--- src/rtl/sram_arb_pkg.sv ---
// sram_arb_pkg: shared state type, gap length and index-width helper for the SRAM arbiter.
package sram_arb_pkg;
  typedef enum logic [1:0] {ARB_IDLE, ARB_BUSY, ARB_GAP} arb_state_t;
  localparam int ARB_GAP_CYCLES = 1;
  function automatic int clog2(input int n);
    int r;
    r = 1;
    while ((1 << r) < n) r++;
    return r;
  endfunction
endpackage

--- src/rtl/sram_arb_rr_pick.sv ---
// sram_arb_rr_pick: combinational winner pick, round-robin by default, lowest index with SRAM_ARB_FIXED_PRIO_EN.
module sram_arb_rr_pick
  import sram_arb_pkg::*;
#(
  parameter int N_REQ = 2,
  localparam int IDX_W = clog2(N_REQ)
) (
  input  logic [N_REQ-1:0] req,
  input  logic [IDX_W-1:0] last_grant,
  output logic [N_REQ-1:0] grant,
  output logic [IDX_W-1:0] idx
);
`ifdef SRAM_ARB_FIXED_PRIO_EN
  logic unused_last_grant;
  assign unused_last_grant = ^last_grant;
  always_comb begin
    grant = '0;
    idx = '0;
    for (int i = N_REQ - 1; i >= 0; i--)
      if (req[IDX_W'(i)]) begin
        grant = N_REQ'(1) << i;
        idx = IDX_W'(i);
      end
  end
`else
  // Scan from farthest to nearest offset so the nearest requester after last_grant wins.
  always_comb begin
    logic [IDX_W-1:0] j;
    grant = '0;
    idx = '0;
    j = '0;
    for (int i = N_REQ; i >= 1; i--) begin
      j = IDX_W'((int'(last_grant) + i) % N_REQ);
      if (req[j]) begin
        grant = N_REQ'(1) << j;
        idx = j;
      end
    end
  end
`endif
endmodule

--- src/rtl/sram_arbiter.sv ---
// sram_arbiter: shares one SRAM controller port among N_REQ requesters with registered command and ack.
// Build option SRAM_ARB_FIXED_PRIO_EN selects fixed lowest-index priority instead of round-robin.
module sram_arbiter
  import sram_arb_pkg::*;
#(
  parameter int N_REQ  = 2,
  parameter int ADDR_W = 32,
  parameter int DATA_W = 32
) (
  input  logic                    clk,
  input  logic                    rst,
  input  logic [N_REQ-1:0]        req,
  input  logic [N_REQ-1:0]        req_we,
  input  logic [N_REQ*ADDR_W-1:0] req_addr,
  input  logic [N_REQ*DATA_W-1:0] req_wdata,
  output logic [N_REQ-1:0]        ack,
  output logic [DATA_W-1:0]       rdata,
  output logic                    busy,
  output logic                    mem_write_en,
  output logic                    mem_read_en,
  output logic [ADDR_W-1:0]       mem_addr,
  output logic [DATA_W-1:0]       mem_wdata,
  input  logic [DATA_W-1:0]       mem_rdata,
  input  logic                    mem_ready
);
  localparam int IDX_W = clog2(N_REQ);
  arb_state_t       state;
  logic [IDX_W-1:0] last_grant;
  logic [IDX_W-1:0] pick_idx;
  logic [N_REQ-1:0] pick_grant;
  logic [N_REQ-1:0] win_oh;
  logic             first;
  logic             is_we;
  logic [3:0]       gap_cnt;
  sram_arb_rr_pick #(.N_REQ(N_REQ)) u_pick (
    .req(req),
    .last_grant(last_grant),
    .grant(pick_grant),
    .idx(pick_idx)
  );
  // The controller reports ready while idle, so the first BUSY cycle must not trust it.
  always_ff @(posedge clk or posedge rst) begin
    if (rst) begin
      state <= ARB_IDLE;
      ack <= '0;
      rdata <= '0;
      busy <= 1'b0;
      mem_write_en <= 1'b0;
      mem_read_en <= 1'b0;
      mem_addr <= '0;
      mem_wdata <= '0;
      last_grant <= IDX_W'(N_REQ - 1);
      win_oh <= '0;
      first <= 1'b0;
      is_we <= 1'b0;
      gap_cnt <= '0;
    end else begin
      ack <= '0;
      case (state)
        ARB_IDLE:
          if (|req) begin
            state <= ARB_BUSY;
            busy <= 1'b1;
            win_oh <= pick_grant;
            last_grant <= pick_idx;
            mem_addr <= req_addr[pick_idx*ADDR_W +: ADDR_W];
            mem_wdata <= req_wdata[pick_idx*DATA_W +: DATA_W];
            is_we <= req_we[pick_idx];
            mem_write_en <= req_we[pick_idx];
            mem_read_en <= ~req_we[pick_idx];
            first <= 1'b1;
          end
        ARB_BUSY: begin
          first <= 1'b0;
          if (!first && mem_ready) begin
            ack <= win_oh;
            rdata <= is_we ? rdata : mem_rdata;
            mem_write_en <= 1'b0;
            mem_read_en <= 1'b0;
            gap_cnt <= '0;
            state <= ARB_GAP;
          end
        end
        ARB_GAP:
          if (gap_cnt == 4'(ARB_GAP_CYCLES - 1)) begin
            state <= ARB_IDLE;
            busy <= 1'b0;
          end else gap_cnt <= gap_cnt + 4'd1;
        default: state <= ARB_IDLE;
      endcase
    end
  end
endmodule

--- config.mk ---
export PLATFORM = sky130hd
export DESIGN_NAME = sram_arbiter
export DESIGN_NICKNAME = d
export VERILOG_FILES = /design/src/rtl/sram_arb_pkg.sv /design/src/rtl/sram_arb_rr_pick.sv /design/src/rtl/sram_arbiter.sv
export SDC_FILE = /design/constraint.sdc
export NUM_CORES = 1
export LEC_CHECK = 0
export ABC_AREA = 1
export CAP_MARGIN = 10
export CORE_MARGIN = 10
export CORE_UTILIZATION = 44
export CTS_CLUSTER_DIAMETER = 50
export DETAILED_ROUTE_END_ITERATION = 8
export PLACE_DENSITY = 0.86
export SYNTH_ARGS = -nofsm -noshare
export SYNTH_HDL_FRONTEND = slang
export SYNTH_SLANG_ARGS = --single-unit
export TNS_END_PERCENT = 10
--- constraint.sdc ---
create_clock -name clk -period 10.1 [get_ports clk]
set_input_delay 1.01 -clock clk [delete_from_list [all_inputs] [get_ports clk]]
set_output_delay 1.01 -clock clk [all_outputs]
set_load 0.01 [all_outputs]
==> results.py <==
metrics = {
    "outcome": {
        "outcome": "finished clean",
    },
    "synth": {
        "yosysWarnings": 0,
        "synth_seq_cells": 112,
        "syn_nets": 883,
        "avgSynthCellArea_sq_um": 7.78,
        "synth_cells": 714,
        "synthArstFlopShare": 1.00,
        "ys_types": 21,
        "synth_area_sq_um": 5560,
        "synth_edf_count": 0,
        "synth_ff_type": "dfrtp_1",
        "seq_area_frac_synth": 0.505,
    },
    "critical_path": {
        "cp.arrival_ns": 3.01,
        "critPathMaxFanout": 33,
        "r2r_end": "rdata[24]$_DFFE_PP0P_",
        "cp-end-kind": "flip-flop",
        "worst-r2r-cell-count": 4,
        "r2r-start": "state[1]$_DFFE_PP0P_",
        "cp_data_required_time_ns": 10.32,
        "start_kind": "input pin",
        "timing.reg2reg.setup_slack_ns": 7.78,
        "critPathKind": "in -> reg",
    },
    "run": {
        "maxCapViolCount": 0,
    },
    "power": {
        "internal_power_mw": 1.39,
        "switching_share": 0.382,
        "p_per_area_nw_per_um2": 262,
        "switchingPower_uw": 860,
        "pwr-share-comb": 0.499,
        "peakVddDrop_v": 0.000117,
        "clkPwrFrac": 0.157,
        "leakagePower_nw": 4.24,
        "power_frac_seq": 0.344,
    },
    "drt": {
        "viasPerCell": 4.86,
        "drc_errors": 0,
        "routedWlPerCell_microns": 17.1,
        "vias": 5490,
        "drt-initial-drc-count": 359,
        "drt_pass1_iterations": 4,
        "drt_wl_total_microns": 19300,
        "ant_nets": 0,
    },
    "cells_and_area": {
        "drive_above_1_share": 0.0385,
        "final_core_util": 0.703,
        "syn2layout_area_growth_pct": 54.4,
        "final_net_count": 1124,
    },
    "min_path": {
        "whs_endpoint": "rdata[6]$_DFFE_PP0P_",
        "hold_path_class": "reg -> reg",
        "hp-start": "rdata[6]$_DFFE_PP0P_",
        "hold_depth": 2,
    },
    "clocking": {
        "cts_max_path_buffers": 2,
        "cts_max_level": 3,
        "post_cts_resized": 0,
        "cts_sinks": 112,
        "clk_latency_ns": 0.34,
        "clock-root-buffer": "clkbuf_16",
        "postCtsSetupBuffers": 0,
        "cts_tree": "yes",
        "cts-buffers-inserted": 9,
        "cts.clk_slew.worst_paths_ns": 0.07,
        "hold_buffers": 0,
    },
    "timing": {
        "clock_skew_ns": 0.00647,
        "max_freq_mhz": 358,
        "worst_slew_pin_slew_ns": 1.01,
        "grt_setup_unrepaired": "no",
        "relSlewSlack": 0.328,
        "drv_slew": 0,
        "timing.final.crit_share": 0.276,
        "tns_ns": 0,
        "hold_viol_final": 0,
        "period_minus_slack_ns": 2.79,
        "setup_viol": 0,
    },
    "floorplan": {
        "dieArea_sq_um": 17500,
        "start_util": 0.455,
        "ios": 268,
        "core_area_sq_um": 12200,
        "fp.dieH_microns": 132,
        "die_width_microns": 132,
        "floorplan.rows": 40,
    },
    "grt": {
        "grt_first_pass_wirelength_microns": 30300,
        "first_global_vias": 5468,
        "antenna_found_initial": 1,
        "grt_remaining_overflow": 0,
        "grt_max_degree": 71,
        "grtUsageTotal": 0.213,
    },
    "placement": {
        "numPortBuffers": 267,
        "place_congestion": 0.845,
        "dp_hpwl_microns": 14300,
    },
}
-- cell usage after synthesis, types with 2 or more instances --
cell type	n	share of area
inv_1	74	0.050
buf_4	7	0.0095
ha_1	2	0.0045
nand2_1	284	0.19
nor2_1	6	0.0041
clkbuf_1	3	0.0020
o21ai_0	2	0.0018
nand3b_1	65	0.088
nand3_1	107	0.096
nand2_2	4	0.0045
inv_2	6	0.0041
buf_2	27	0.024
o21ai_1	3	0.0027
buf_1	7	0.0047
dfrtp_1	111	0.50
-- power by group through the flow --
stage	registers [mW]	clock network, mW	logic (mW)
global placement	0.775	0	1.10
floorplan	0.858	0	0.448
CTS	0.774	0.361	1.13
global route	0.800	0.381	1.23
finish	0.774	0.353	1.12
detailed placement	0.776	0	1.13
-- cells by family after synthesis --
family / Yosys count / share of synthesized area
AND/OR/NAND/NOR: 469 / 0.389
buffers and inverters: 124 / 0.0946
flip-flops: 112 / 0.505
AO/OA/AOI/OAI: 6 / 0.00585
adder cells (fa/ha/maj): 2 / 0.00450
XOR/XNOR: 1 / 0.00158
-- worst max-delay path by stage --
stage / slack [ns] / from / end
6_report: 7.31 / mem_ready / rdata[24]$_DFFE_PP0P_
5_1_grt: 7.12 / mem_ready / rdata[15]$_DFFE_PP0P_
4_1_cts: 7.34 / mem_ready / rdata[0]$_DFFE_PP0P_
3_5_place_dp: 6.98 / mem_ready / rdata[0]$_DFFE_PP0P_
3_3_place_gp: 7.09 / mem_ready / rdata[30]$_DFFE_PP0P_
2_1_floorplan: 6.13 / rst / ack[0]$_DFF_PP0_
-- per-layer routing --
layer  global-route usage  vias up  wire length (microns)
met5                    0        -                      0
met4               0.0636        0                    340
met3               0.0968       21                   2190
met2                0.339      250                   8840
met1                0.252     2518                   7920
li1                     -     2701                      -
-- final cells by class --
type	instances	area [sq um]
inverters	80	303
clock buffers	9	225
multi-input cells	478	2230
diodes	1	2.50
clock inverters	7	72.6
fillers	981	3630
repair buffers	274	2740
well taps	168	210
flip-flops and latches	112	2800
-- state kept, by name, summed over array words and instances (netlist names) --
register,cells
ack,2
busy,1
first,1
gap_cnt,4
is_we,1
last_grant,1
mem_addr,32
mem_read_en,1
mem_wdata,32
mem_write_en,1
rdata,32
state,2
win_oh,2
-- critical path, stage by stage --
cell             delay [ns]
clkdlybuf4s50_1        0.47
nand2_1                0.11
nor2_2                 0.09
buf_4                  0.31
nand2_1                0.67
nand2_1                0.26
nand2_1                0.07
-- metrics by stage --
step	instance area, sq um	std cells	setup WS (ns)	total power [mW]	hold slack (ns)
CTS	8560	1127	7.34	2.27	0.474
global placement	8260	1111	7.09	1.88	0.454
detailed placement	8260	1111	6.98	1.90	0.457
floorplan	5560	714	6.13	1.31	0.460
global route	8580	1128	7.12	2.41	0.499
finish	8580	1129	7.31	2.25	0.473
-- placed cells by master, fill, tap and decap left out, types with 3 or more instances in the layout --
cell               n
buf_4              6
clkbuf_16          9
clkdlybuf4s50_1  267
dfrtp_1          111
inv_1             73
inv_2              6
nand2_1          284
nand2_2            4
nand3_1          107
nand3b_1          65
nor2_1             6
o21ai_1            3
Note: power is estimated with default switching activity, not from simulation.
